<file path="config.mk">
export PLATFORM = sky130hd
export DESIGN_NAME = dma_bus_host
export DESIGN_NICKNAME = d
export VERILOG_FILES = /design/src/rtl/dma_pkg.sv /design/src/rtl/dma_bus_arbiter.sv /design/src/rtl/dma_bus_host.sv
export SDC_FILE = /design/constraint.sdc
export NUM_CORES = 1
export LEC_CHECK = 0
export CAP_MARGIN = 20
export CORE_AREA = 3 3 40 42
export CTS_BUF_LIST = sky130_fd_sc_hd__clkbuf_4 sky130_fd_sc_hd__clkbuf_8
export DETAILED_ROUTE_END_ITERATION = 6
export DIE_AREA = 0 0 43 45
export GPL_TIMING_DRIVEN = 0
export SYNTH_ARGS = -nofsm -noshare
export SYNTH_HDL_FRONTEND = slang
export SYNTH_SLANG_ARGS = --single-unit
</file>
<file path="constraint.sdc">
create_clock -name CLK -period 1.56 [get_ports CLK]
set_input_delay 0.312 -clock CLK [delete_from_list [all_inputs] [get_ports CLK]]
set_output_delay 0.312 -clock CLK [all_outputs]
set_load 0.005 [all_outputs]
</file>
<file path="src/rtl/dma_pkg.sv">
// -----------------------------------------------------------------------------
// dma_pkg
//   Shared definitions for the CPU-side DMA host slice.
//   - State encoding for the host FSM (IDLE / ISSUE / XFER / WAIT_INT).
//   - WORD_SIZE: global data word width.
//   - DMA_CHUNKS / CHUNK_WORDS: shape of a typical cycle-stealing transfer,
//     shared with the bench so both sides agree on burst geometry.
// -----------------------------------------------------------------------------
package dma_pkg;

    localparam int unsigned WORD_SIZE = 16;

    typedef logic [1:0] state_t;

    localparam state_t IDLE     = 2'd0;
    localparam state_t ISSUE    = 2'd1;
    localparam state_t XFER     = 2'd2;
    localparam state_t WAIT_INT = 2'd3;

    localparam int unsigned DMA_CHUNKS  = 3;
    localparam int unsigned CHUNK_WORDS = 4;

    // States in which the DMA engine is actively working on a transfer and
    // its completion interrupt is meaningful.
    function automatic logic in_transfer(input state_t s);
        return (s == XFER) || (s == WAIT_INT);
    endfunction

endpackage

</file>
<file path="src/rtl/dma_bus_arbiter.sv">
// -----------------------------------------------------------------------------
// dma_bus_arbiter
//   Memory-bus grant register between the CPU and the DMA engine.
//   A fresh grant is only given when the CPU is not using the bus this cycle;
//   once granted, the DMA keeps the bus for as long as it holds BR.
//
// Ports:
//   CLK          system clock
//   reset_n      asynchronous active-low reset (drops BG immediately)
//   enable       a transfer is outstanding; no grant is ever given otherwise
//   clear        force the grant low on the next edge (completion / abort)
//   BR           bus request from the DMA engine (level)
//   cpu_mem_req  CPU wants the memory bus this cycle
//   BG           registered bus grant to the DMA engine
//   cpu_stall    combinational: CPU request collides with an active grant
// -----------------------------------------------------------------------------
module dma_bus_arbiter (
    input  logic CLK,
    input  logic reset_n,
    input  logic enable,
    input  logic clear,
    input  logic BR,
    input  logic cpu_mem_req,
    output logic BG,
    output logic cpu_stall
);

    logic bg_q;
    logic bg_d;

    always_comb begin
        bg_d = 1'b0;
        if (enable && !clear) begin
            if (bg_q) begin
                // Holding grant ignores the CPU; it only ends with BR.
                bg_d = BR;
            end else begin
                // New grant waits until the CPU has finished its access.
                bg_d = BR && !cpu_mem_req;
            end
        end
    end

    always_ff @(posedge CLK or negedge reset_n) begin
        if (!reset_n) begin
            bg_q <= 1'b0;
        end else begin
            bg_q <= bg_d;
        end
    end

    assign BG        = bg_q;
    assign cpu_stall = cpu_mem_req & bg_q;

endmodule

</file>
<file path="src/rtl/dma_bus_host.sv">
// -----------------------------------------------------------------------------
// dma_bus_host
//   CPU-side counterpart of the DMA engine. Turns a device data-ready pulse
//   into a single-cycle DMA start command, arbitrates the memory bus against
//   the CPU, and converts the DMA end-of-transfer interrupt into a done pulse.
//   One further request arriving while a transfer is outstanding is queued.
//
// Build option:
//   DMA_TIMEOUT_EN  when defined, a transfer that has not seen dma_int within
//                   TIMEOUT cycles of its command is aborted and err is set
//                   (sticky until reset). When undefined, err is tied low and
//                   the wait for dma_int is unbounded.
//
// Parameters:
//   WORD_SIZE  data word width (global word size)
//   TIMEOUT    cycles allowed from cmd to dma_int (DMA_TIMEOUT_EN only)
//
// Ports:
//   CLK          system clock, rising edge
//   reset_n      asynchronous active-low reset
//   dev_req      device data-ready request, one-cycle pulse
//   BR           DMA bus request, level
//   dma_int      DMA end-of-transfer interrupt, one-cycle pulse
//   cpu_mem_req  CPU wants the memory bus this cycle
//   cmd          DMA start command, registered one-cycle pulse
//   BG           bus grant to the DMA, registered level
//   cpu_stall    combinational cpu_mem_req & BG
//   busy         a transfer is outstanding (from cmd until done)
//   done         one-cycle completion pulse to the CPU
//   err          sticky timeout flag
// -----------------------------------------------------------------------------
module dma_bus_host
    import dma_pkg::*;
#(
    parameter int unsigned WORD_SIZE = dma_pkg::WORD_SIZE,
    parameter int unsigned TIMEOUT   = 64
) (
    input  logic CLK,
    input  logic reset_n,
    input  logic dev_req,
    input  logic BR,
    input  logic dma_int,
    input  logic cpu_mem_req,
    output logic cmd,
    output logic BG,
    output logic cpu_stall,
    output logic busy,
    output logic done,
    output logic err
);

    // Elaboration-time sanity check on the configuration.
    if (WORD_SIZE == 0 || TIMEOUT < 2) begin : g_param_check
        $error("dma_bus_host: WORD_SIZE must be nonzero and TIMEOUT at least 2");
    end

    state_t state_q, state_d;
    logic   pending_q, pending_d;
    logic   seen_q, seen_d;      // at least one grant given in this transfer
    logic   cmd_q, cmd_d;
    logic   busy_q, busy_d;
    logic   done_q, done_d;
    logic   err_q, err_d;
    logic   in_xfer;
    logic   timeout_hit;
    logic   bus_clear;

    assign in_xfer = in_transfer(state_q);

`ifdef DMA_TIMEOUT_EN
    localparam int unsigned CntW = $clog2(TIMEOUT);

    // Counts cycles since the ISSUE cycle (0 in ISSUE), so the abort becomes
    // visible exactly TIMEOUT cycles after cmd.
    logic [CntW-1:0] tcnt_q, tcnt_d;

    // A completion arriving in the last allowed cycle still wins.
    assign timeout_hit = in_xfer && !dma_int && (tcnt_q == CntW'(TIMEOUT - 1));

    always_comb begin
        tcnt_d = tcnt_q;
        if (state_q == IDLE) begin
            if (state_d == ISSUE) begin
                tcnt_d = '0;
            end
        end else begin
            tcnt_d = tcnt_q + 1'b1;
        end
    end

    always_ff @(posedge CLK or negedge reset_n) begin
        if (!reset_n) begin
            tcnt_q <= '0;
        end else begin
            tcnt_q <= tcnt_d;
        end
    end

    assign err_d = err_q | timeout_hit;
`else
    assign timeout_hit = 1'b0;
    assign err_d       = 1'b0;
`endif

    // Completion or abort drops the grant even if BR is still high.
    assign bus_clear = in_xfer && (dma_int || timeout_hit);

    dma_bus_arbiter u_arbiter (
        .CLK         (CLK),
        .reset_n     (reset_n),
        .enable      (busy_q),
        .clear       (bus_clear),
        .BR          (BR),
        .cpu_mem_req (cpu_mem_req),
        .BG          (BG),
        .cpu_stall   (cpu_stall)
    );

    // State register.
    always_ff @(posedge CLK or negedge reset_n) begin
        if (!reset_n) begin
            state_q <= IDLE;
        end else begin
            state_q <= state_d;
        end
    end

    // Next-state logic.
    always_comb begin
        state_d = state_q;
        unique case (state_q)
            IDLE: begin
                // The done cycle is a settling cycle: a queued or new request
                // starts on the following IDLE cycle at the earliest.
                if ((dev_req || pending_q) && !done_q) begin
                    state_d = ISSUE;
                end
            end
            ISSUE: begin
                state_d = XFER;
            end
            XFER: begin
                if (dma_int || timeout_hit) begin
                    state_d = IDLE;
                end else if (!BR && !BG && seen_q) begin
                    state_d = WAIT_INT;
                end
            end
            WAIT_INT: begin
                if (dma_int || timeout_hit) begin
                    state_d = IDLE;
                end else if (BR) begin
                    state_d = XFER;
                end
            end
            default: begin
                state_d = IDLE;
            end
        endcase
    end

    // Output and side-state next values (registered below).
    always_comb begin
        cmd_d     = (state_d == ISSUE);
        busy_d    = (state_d != IDLE);
        done_d    = in_xfer && dma_int;
        seen_d    = (state_d == ISSUE) ? 1'b0 : (seen_q | BG);
        // Single-deep, saturating request queue; it is consumed on the way
        // into ISSUE. Outside that, any request is remembered, which also
        // covers a request landing in the done cycle.
        pending_d = (state_d == ISSUE) ? 1'b0 : (pending_q | dev_req);
    end

    always_ff @(posedge CLK or negedge reset_n) begin
        if (!reset_n) begin
            cmd_q     <= 1'b0;
            busy_q    <= 1'b0;
            done_q    <= 1'b0;
            err_q     <= 1'b0;
            seen_q    <= 1'b0;
            pending_q <= 1'b0;
        end else begin
            cmd_q     <= cmd_d;
            busy_q    <= busy_d;
            done_q    <= done_d;
            err_q     <= err_d;
            seen_q    <= seen_d;
            pending_q <= pending_d;
        end
    end

    assign cmd  = cmd_q;
    assign busy = busy_q;
    assign done = done_q;
    assign err  = err_q;

endmodule

</file>
After elaboration in Yosys (flattened, before gate mapping)

Index checks and enable logic that the tools add are counted.
W data, S select, Z words.

Equality and inequality tests: 4
Mux-type cells: 10
Bitwise operators: 3
Reductions and logical operators: 15

Operators by type and width:

| operator             | count |
|---|---|
| $mux W2              | 5 |
| $pmux W2 S4          | 1 |
| $logic_and A1 B1 Y1  | 6 |
| $logic_not A1 Y1     | 5 |
| $eq A2 B1 Y1 const B | 2 |
| $eq A2 B2 Y1 const B | 2 |
| $mux W1              | 4 |
| $logic_not A2 Y1     | 1 |
| $logic_or A1 B1 Y1   | 2 |
| $or A1 B1 Y1         | 2 |
| $reduce_bool A2 Y1   | 1 |
| $and A1 B1 Y1        | 1 |

Register bits: 8
Input bits: 6
Logic and storage cells: 39

Longest topological paths before layout

Gate-level depths: netlist of the first run.

Word-level depth: 8
Gate-level depth with buffers: 4
Depth with buffers taken out: 4

By module

A second synthesis of the first run with hierarchy kept.

Cells, all modules: 29
Area total of the unflattened synthesis: 316.6 um^2

By module, submodules not included:

| module          | times used | cells each | area each (um^2) | seq. area each (um^2) |
|---|---|---|---|---|
| dma_bus_host    | 1          | 24         | 256.5            | 175.2 |
| dma_bus_arbiter | 1          | 5          | 60.1             | 25.0 |

Worst setup path before layout of the first run

No wires, ideal clock.

Path type: register to register
From: reg state_q[1]
To: reg seen_q
Library setup time: 0.116 ns
Arrival time: 1.021 ns
Slack: 0.424 ns
Cell stages (with the launch flop): 4
Path buffers: 0
Path through: dfrtp_1 or4_4 inv_2 nor2_1

Longest elaborated chain between the ends: 5
Elaborated cells between the ends (all ways): 12

RTL lines:

| what                       | line                                     | RTL |
|---|---|---|
| start, declared            | dma_bus_host.sv:57                       | `state_t state_q, state_d;` |
| start signal, assigned     | dma_bus_host.sv:124                      | `state_q <= state_d;` |
| $mux W2 (on tied branches) | dma_bus_host.sv:152, dma_bus_host.sv:145 |  |
| $mux W2 (on tied branches) | dma_bus_host.sv:150, dma_bus_host.sv:143 |  |
| $pmux W2 S4 (*)            | dma_bus_host.sv:131                      | `unique case (state_q)` |
| $eq A2 B1 Y1 (*)           | --                                       |  |
| net cmd_d                  | dma_bus_host.sv:60                       | `logic cmd_q, cmd_d;` |
| $mux W1 (*)                | dma_bus_host.sv:167                      | `seen_d = (state_d == ISSUE) ? 1'b0 : (seen_q \| BG);` |
| net seen_d                 | dma_bus_host.sv:59                       | `logic seen_q, seen_d;` |
| end signal, assigned       | dma_bus_host.sv:187                      | `seen_q <= seen_d;` |
| end, declared              | dma_bus_host.sv:59                       |  |

Mark *: on every way through the listed nets, which the timed path passes. The rest lies on a longest branch.

Final worst setup path of the first run

From: in cpu_mem_req
To: out cpu_stall

Longest elaborated chain between the ends: 1

RTL lines:

| what            | line                  | RTL |
|---|---|---|
| start, declared | dma_bus_host.sv:43    | `input logic cpu_mem_req,` |
| $and A1 B1 Y1   | dma_bus_arbiter.sv:53 | `assign cpu_stall = cpu_mem_req & bg_q;` |
| end, declared   | dma_bus_host.sv:46    | `output logic cpu_stall,` |

No other way between the ends.

==> results of run 1 <==
-- flip-flops by register name (all words and copies together), names as in the netlist --
signal        flops
u_arbiter.BG      1
cmd               1
pending_q         1
state_q           2
seen_q            1
done              1
busy              1
-- power by group through the flow --
| stage | clock network, uW | registers [uW] | logic (uW) |
|---|---|---|---|
| 2_1_floorplan | 0 | 339 | 117 |
| 3_3_place_gp | 0 | 342 | 231 |
| 3_5_place_dp | 0 | 347 | 232 |
| 4_1_cts | 161 | 344 | 232 |
| 5_1_grt | 176 | 352 | 254 |
| 6_report | 150 | 343 | 225 |
-- per-layer routing --
layer  wire (um)  vias up
li1            -      113
met1         230      101
met2         249       11
met3          55        2
met4           9        0
met5           0        -
-- repair_timing --
| action | in CTS | in global routing |
|---|---|---|
| hold endpoints to repair | 0 | 0 |
| resized for setup | 1 | 0 |
| endpoints found under the setup margin | 1 | 0 |
-- cell type report --
class                           instances  area, sq um
Buffer                                  1         7.51
Clock buffer                            3         22.5
Fill cell                             140          845
Inverter                                2         7.51
Multi-Input combinational cell         17         85.1
Sequential cell                         8          200
Tap cell                               15         18.8
Timing Repair Buffer                   10         98.8
-- worst reg2reg max path, stage by stage (launching register included) --
cell and delay (ns):
dfrtp_1 0.40, or4_4 0.56, inv_2 0.08, nor2_1 0.04
-- kinds of logic (layout without fill, tap and decap cells) --
group / count (synthesis) / after routing / share of synthesized area, %
AND/OR/NAND/NOR: 12 / 12 / 19.6
flip-flops: 8 / 8 / 66.7
AO/OA/AOI/OAI: 4 / 4 / 7.50
buffers and inverters: 3 / 16 / 5.00
other: 1 / 1 / 1.25
-- through the flow --
step                utilization [%]  TNS (ns)  instances  setup slack [ns]  area, sq um
finish                         34.3         0         56             0.101          440
global placement               32.6    -0.153         53            -0.153          419
detailed placement             32.6    -0.169         53            -0.169          419
global route                   34.3         0         56            0.0415          440
CTS                            34.3         0         56            0.0858          440
floorplan                         -         0         28             0.424          300
-- how the worst min path moves through the flow --
stage          startpoint           end  slack, ns  depth (start not counted)
2_1_floorplan     reset_n          busy       0.02                          0
3_3_place_gp    pending_q     pending_q       0.48                          2
3_5_place_dp       seen_q        seen_q       0.50                          2
4_1_cts           reset_n  u_arbiter.BG       0.35                          1
5_1_grt           reset_n           cmd       0.36                          1
6_report          reset_n           cmd       0.34                          1
-- cells in the final DEF (no fill, tap or decap) --
cell / synthesis / layout
a211oi_1: 1 / 1
inv_2: 1 / 1
nor2_1: 7 / 7
dfrtp_1: 8 / 8
or4_4: 1 / 1
a21oi_1: 1 / 1
inv_1: 1 / 1
dlygate4sd2_1: 0 / 1
o21ai_0: 2 / 2
and2_2: 1 / 1
clkbuf_4: 0 / 3
and2_1: 1 / 1
conb_1: 1 / 1
buf_4: 1 / 1
clkdlybuf4s50_1: 0 / 9
nand2_1: 2 / 2
==> flow_summary.toml, run 1 <==
[run_status]
status = "finished clean"

[worst_setup_path]
cp-end-kind = "primary output"
cp-endpoint = "cpu_stall"
worstPathRequired_ns = 1.25
crit_start = "cpu_mem_req"
r2r_end = "pending_q"
r2r_start = "state_q[1]"
slowest_delay_ns = 0.42
critical_path_depth = 3
ff2ff_path_depth = 3
setup.worst_path.class = "in -> out"
worstPathMaxFanout = 2
cp_top_family = "buffers and inverters"
cp_cell_sequence = "clkdlybuf4s50_1 > and2_1 > dlygate4sd2_1"
cp-start-kind = "primary input"
regToRegSetupSlack_ns = 0.37
critPathBufInv = 2
cp_slowest_cell = "clkdlybuf4s50_1"
worstPathArrival_ns = 1.15

[clock_network]
numClockSinks = 8
hold_buffers = 0
htree_levels = 1
clockBufferDepth = 2
cts.clk_slew.worst_paths_ns = 0.05
clkLatencyLatePin_ns = 0.25
cts_setup_buffers = 0
cts_tree = "built"
numCtsBuffers = 3
cts_root_buf = "clkbuf_4"

[pwr]
p_sw_share_pct = 28.4
p_seq_share_pct = 47.7
switchingPower_uw = 204
p_comb_share_pct = 31.4
power_density_mw_per_mm2 = 1630
p_total_uw = 718
p_leak_uw = 0.000203
power.internal_uw = 514
ir_worst_vdd_mv = 0.666
p_clk_share_pct = 20.9

[synthesis]
synth.top_cells.by_area = "dfrtp_1 67%, nor2_1 8.8%, or4_4 3.8%"
synth_top_area_cell = "dfrtp_1"
yosys.area.top_type_share_pct = 66.7
synth_cell_type_count = 13
ys_ff_latch = 8
syn_inst = 28
seq_area_frac_synth_pct = 66.7
yosysMostFrequentCell = "dfrtp_1"
async_reset_ff_share_pct = 100
syn_avg_cell_area_sq_um = 10.7
ys.flop_type = "dfrtp_1"
synth.net_count = 34
synthTopCellsByCount = "8 x dfrtp_1, 7 x nor2_1, 2 x nand2_1, 2 x o21ai_0"
synth_edf_count = 0
synth_area_sq_um = 300
synth_warnings = 0

[timing]
rsz0062_at_grt = "false"
finalHoldViolations = 0
finalCritPeriodShare_pct = 93.5
setup-violations-final = 0
fin_skew_ns = 0.00278
fmax_mhz = 685
whs_ns = 0.335
slew_violations = 0
period_minus_slack_ns = 1.46

[grt]
grtUsageMet2_pct = 9.88
grt_overflow = 0
track_usage_pct = 7.39
grt_pass1_wl_um = 931
busiest_layer = "met2"
first_global_vias = 232
grt_antenna_before_repair = 0
grt_use_met1_pct = 7.67
grt_util_met3_pct = 5.98
grt_max_degree = 9

[place]
io_buffers = 10
place_congestion = 0.691
place_hpwl_um = 428

[cells_and_area]
areaGrowthSynthToFinish_pct = 46.7
final_nets = 49
antenna_cells = 0
final_layout_size_suffix_gt1_share_pct = 17.1

[route]
avgRoutedWirePerCell_um = 9.71
viasPerCell = 4.05
ant_nets = 0
firstDrtPassIters = 4
drc = 0
routed_wl_um = 544
vias = 227
first_iter_violations = 4

[floorplan]
ios = 12
die-area_sq_mm = 0.00194
fp-row-count = 13
die_y_um = 45
start_util_pct = 23.4
die_x_um = 43
core_area_sq_mm = 0.00128

[run]
maxCapViolCount = 0

[min_path]
hold_class = "in -> async"
No activity file was read; power rests on OpenSTA's default activity.
==> run 2: changes to the inputs <==
--- a/config.mk
+++ b/config.mk
@@ -5,6 +5,7 @@
 export SDC_FILE = /design/constraint.sdc
 export NUM_CORES = 1
 export LEC_CHECK = 0
+export ABC_AREA = 1
 export CAP_MARGIN = 20
 export CORE_AREA = 3 3 40 42
 export CTS_BUF_LIST = sky130_fd_sc_hd__clkbuf_4 sky130_fd_sc_hd__clkbuf_8
==> run 2 against run 1 <==
Clock power is 8% higher. Utilization is 3.1 points higher. Maximum frequency is 0.47% higher. Synthesized cell count is 43% higher.
==> flow_summary.toml, run 2 <==
[run_status]
status = "finished clean"

[worst_setup_path]
setup.worst_path.class = "reg -> out"
cp-start-kind = "flip-flop"
worstPathRequired_ns = 1.25
cp_cell_sequence = "clkdlybuf4s50_1"
worstPathArrival_ns = 1.14
worstPathMaxFanout = 4
cp-end-kind = "primary output"
critPathBufInv = 1
slowest_delay_ns = 0.51
cp_top_family = "buffers and inverters"
cp_slowest_cell = "clkdlybuf4s50_1"

[synthesis]
synth_warnings = 0
synth_top_area_cell = "dfrtp_1"
synth_edf_count = 0
yosys.area.top_type_share_pct = 58.8
synth.net_count = 46
seq_area_frac_synth_pct = 58.8
synth.top_cells.by_area = "dfrtp_1 59%, inv_1 12%, nand2_1 9.9%"
yosysMostFrequentCell = "inv_1"
ys_ff_latch = 8
synth_area_sq_um = 340
async_reset_ff_share_pct = 100
syn_inst = 40
synth_cell_type_count = 13
synthTopCellsByCount = "11 x inv_1, 9 x nand2_1, 8 x dfrtp_1"
ys.flop_type = "dfrtp_1"
syn_avg_cell_area_sq_um = 8.51

[grt]
grt_antenna_before_repair = 0
first_global_vias = 291
grt_max_degree = 9
grt_pass1_wl_um = 1120
track_usage_pct = 9.18
grt_overflow = 0

[timing]
fin_ws_ns = 0.108
whs_ns = 0.322
slew_violations = 0
finalHoldViolations = 0
rsz0062_at_grt = "false"
fmax_mhz = 689
fin_skew_ns = 0.00251
finalCritPeriodShare_pct = 93.1
period_minus_slack_ns = 1.45
setup-violations-final = 0

[clock_network]
htree_levels = 1
cts_root_buf = "clkbuf_4"
cts_resized = 1
clkLatencyLatePin_ns = 0.25
cts_setup_buffers = 0
numClockSinks = 8
cts.clk_slew.worst_paths_ns = 0.06
hold_buffers = 0
clockBufferDepth = 2
cts_tree = "built"
numCtsBuffers = 3

[cells_and_area]
final_layout_size_suffix_gt1_share_pct = 13.2
layout_commonest_cell = "inv_1"
areaGrowthSynthToFinish_pct = 41.2
mostFrequentLayoutCells = "11 x inv_1, 9 x nand2_1, 9 x clkdlybuf4s50_1"
regMostFlops = "state_q"
antenna_cells = 0
final_nets = 61
largest_reg_flops = 2

[route]
routed_wl_um = 618
avgRoutedWirePerCell_um = 9.09
viasPerCell = 3.99
ant_nets = 0
first_iter_violations = 0
vias = 271
drc = 0
firstDrtPassIters = 1

[place]
place_hpwl_um = 488
io_buffers = 10
place_congestion = 0.642
pre_cts_ws_ns = -0.123

[floorplan]
die_x_um = 43
ios = 12
die-area_sq_mm = 0.00194
start_util_pct = 26.5
core_area_sq_mm = 0.00128
die_y_um = 45
fp-row-count = 13

[pwr]
ir_worst_vdd_mv = 0.407
power_density_mw_per_mm2 = 1600
p_leak_uw = 0.000276

[run]
maxCapViolCount = 0

[min_path]
hold_class = "in -> async"
[run 2: layout make-up]
| type | instances | area [sq um] |
|---|---|---|
| Fill cell | 144 | 805 |
| Sequential cell | 8 | 200 |
| Timing Repair Buffer | 10 | 98.8 |
| Multi-Input combinational cell | 19 | 87.6 |
| Inverter | 12 | 45.0 |
| Clock buffer | 3 | 22.5 |
| Tap cell | 15 | 18.8 |
| Buffer | 1 | 7.51 |
[run 2: worst register-to-register path: cells and delay by family (launching register included)]
kind             cells  cell delay (ns)
AO/OA/AOI/OAI        1             0.26
flip-flops           1             0.40
AND/OR/NAND/NOR      1             0.12
[run 2: cells by family after synthesis]
group | count (synthesis) | share of synthesized area, %
DFF | 8 | 58.8
buffers and inverters | 13 | 15.4
other | 1 | 1.10
AOI/OAI and AO/OA | 2 | 2.94
and+or+nand+nor | 16 | 21.7
[run 2: report_power, final]
| part | leakage, uW | internal (uW) | total, uW | switching, uW |
|---|---|---|---|---|
| logic | 0.000164 | 140 | 272 | 133 |
| registers | 0.0000986 | 293 | 336 | 43.8 |
| clock network | 0.0000138 | 88.2 | 162 | 73.3 |
| total | 0.000276 | 520 | 770 | 250 |
[run 2: routing by layer]
metal,part of all wire [%],global-route usage [%],vias up
li1,-,-,138
met1,38,7.96,120
met2,49,13.2,9
met3,6.6,3.59,4
met4,6.0,14.5,0
met5,0,0,-
[run 2: path summary, 6_finish.rpt]
| kind | start | end | slack [ns] | cells after the start |
|---|---|---|---|---|
| min in group CLK | busy | u_arbiter.BG | 0.53 | 2 |
| worst min register to register | busy | u_arbiter.BG | 0.53 | 2 |
| max in group asynchronous | reset_n | done | 0.99 | 1 |
| worst max register to register | state_q[1] | busy | 0.66 | 2 |
| worst min-delay path | reset_n | seen_q | 0.32 | 1 |
| worst max-delay path | u_arbiter.BG | BG | 0.11 | 1 |
[run 2: stage by stage]
step | instances | power [uW] | setup TNS, ns | utilization, % | cell area [sq um]
after floorplan | 40 | 491 | 0 | - | 340
after global placement | 65 | 609 | -0.128 | 35.7 | 459
after detailed placement | 65 | 622 | -0.123 | 35.7 | 459
after CTS | 68 | 787 | 0 | 37.4 | 480
after global routing | 68 | 841 | 0 | 37.4 | 480
final | 68 | 770 | 0 | 37.4 | 480
==> run 3: changes to the inputs <==
--- a/config.mk
+++ b/config.mk
@@ -7,11 +7,14 @@
 export LEC_CHECK = 0
 export ABC_AREA = 1
 export CAP_MARGIN = 20
-export CORE_AREA = 3 3 40 42
+export CELL_PAD_IN_SITES_DETAIL_PLACEMENT = 0
+export CELL_PAD_IN_SITES_GLOBAL_PLACEMENT = 2
+export CORE_MARGIN = 3
+export CORE_UTILIZATION = 24
 export CTS_BUF_LIST = sky130_fd_sc_hd__clkbuf_4 sky130_fd_sc_hd__clkbuf_8
 export DETAILED_ROUTE_END_ITERATION = 6
-export DIE_AREA = 0 0 43 45
 export GPL_TIMING_DRIVEN = 0
+export PLACE_DENSITY_LB_ADDON = 0.1
 export SYNTH_ARGS = -nofsm -noshare
 export SYNTH_HDL_FRONTEND = slang
 export SYNTH_SLANG_ARGS = --single-unit
==> run 3 against run 2 <==
Hold slack gained 0.0034 ns. Routed wire length increased by 5.8%. Final area fell by 0.26%. Critical path depth did not move. Non-clock buffer count is the same. Sequential cell count unchanged. Critical endpoint unchanged.
==> flow_summary.toml, run 3 (synthesis gave the netlist of run 2 again) <==
[pwr]
p_leak_uw = 0.000276
p_comb_share_pct = 35.0
power.internal_uw = 520
power_density_mw_per_mm2 = 1600
p_sw_share_pct = 32.2
p_clk_share_pct = 20.9
p_seq_share_pct = 44.0
ir_worst_vdd_mv = 0.592
switchingPower_uw = 247

[cells_and_area]
fin_util_pct = 39.4
layout_commonest_cell = "inv_1"
areaGrowthSynthToFinish_pct = 40.8
regMostFlops = "state_q"
largest_reg_flops = 2
antenna_cells = 0
mostFrequentLayoutCells = "11 x inv_1, 9 x nand2_1, 9 x clkdlybuf4s50_1"
final_nets = 61
final_layout_size_suffix_gt1_share_pct = 13.2
nFillCells = 126
fin_area_sq_um = 479

[place]
place_hpwl_um = 503
pre_cts_ws_ns = -0.139
dpl_cell_area_sq_um = 458
io_buffers = 10
place_congestion = 0.714

[worst_setup_path]
worstPathRequired_ns = 1.25
cp_slowest_cell = "clkdlybuf4s50_1"
cp-start-kind = "flip-flop"
worstPathMaxFanout = 4
setup.worst_path.class = "reg -> out"
slowest_delay_ns = 0.52
worstPathArrival_ns = 1.16
critPathBufInv = 1
cp_cell_sequence = "clkdlybuf4s50_1"
cp-end-kind = "primary output"
cp_top_family = "buffers and inverters"

[timing]
rsz0062_at_grt = "false"
period_minus_slack_ns = 1.47
finalSetupTns_ns = 0
setup-violations-final = 0
finalCritPeriodShare_pct = 94.4
fin_ws_ns = 0.0881
slew_violations = 0
fmax_mhz = 679
fin_skew_ns = 0.00227
finalHoldViolations = 0

[grt]
grt_antenna_before_repair = 0
grt_max_degree = 9
track_usage_pct = 8.39
grt_pass1_wl_um = 1060
first_global_vias = 257
grt_overflow = 0

[floorplan]
die_x_um = 43.7
start_util_pct = 28.0
die-area_sq_mm = 0.00191
fp-row-count = 12
core_area_sq_mm = 0.00122
ios = 12
die_y_um = 43.7

[route]
ant_nets = 0
drc = 0
viasPerCell = 4.00
vias = 268
firstDrtPassIters = 2
avgRoutedWirePerCell_um = 9.76
routed_wl_um = 654
first_iter_violations = 2

[clock_network]
numCtsBuffers = 3
cts_setup_buffers = 0
clockBufferDepth = 2
cts_root_buf = "clkbuf_4"
cts.clk_slew.worst_paths_ns = 0.05
hold_buffers = 0
htree_levels = 1
numClockSinks = 8
clkLatencyLatePin_ns = 0.26
cts_tree = "built"

[min_path]
hold_class = "in -> async"

[run]
maxCapViolCount = 0

[run_status]
status = "finished clean"
run 3: cell counts in the layout (fill, tap and decap cells not counted):
No cell type changed its count.
run 3: layout make-up:
type / instances / area (sq um) / share of cell area (%)
multi-input cells: 19 / 87.6 / 18.3
plain buffers: 1 / 7.51 / 1.57
flip-flops and latches: 8 / 200 / 41.8
clock buffers: 3 / 22.5 / 4.70
well taps: 14 / 17.5 / 3.66
inverters: 12 / 45.0 / 9.40
repair buffers: 10 / 98.8 / 20.6
run 3: what timing repair did:
item,CTS,global route
endpoints found under the hold margin,0,0
resized for setup,1,0
endpoints found under the setup margin,1,0
run 3: worst paths after layout:
kind,startpoint,end,slack (ns),depth (start not counted)
max in group asynchronous,reset_n,cmd,0.98,1
setup / recovery,u_arbiter.BG,BG,0.09,1
hold reg to reg,busy,u_arbiter.BG,0.54,2
setup reg to reg,state_q[1],seen_q,0.67,4
min in group CLK,busy,u_arbiter.BG,0.54,2
hold / removal,reset_n,busy,0.33,1
run 3: metrics by stage:
stage	hold slack, ns	power, uW	std cells
2_1_floorplan	0.0164	491	40
3_3_place_gp	0.523	614	64
3_5_place_dp	0.530	618	64
4_1_cts	0.340	783	67
5_1_grt	0.364	823	67
6_report	0.326	767	67
run 3: routing by layer:
metal	up-vias	GRT usage, %	wire, um
li1	139	-	-
met1	113	8.38	281
met2	11	11.0	265
met3	5	2.90	67
met4	0	12.7	39
met5	-	0	0
run 3: power groups by stage:
stage                     Sequential (uW)  Clock [uW]  Combinational (uW)
final                                 338         161                 269
after global routing                  345         178                 301
after CTS                             339         168                 276
after detailed placement              343           0                 276
after global placement                339           0                 275
after floorplan                       337           0                 153
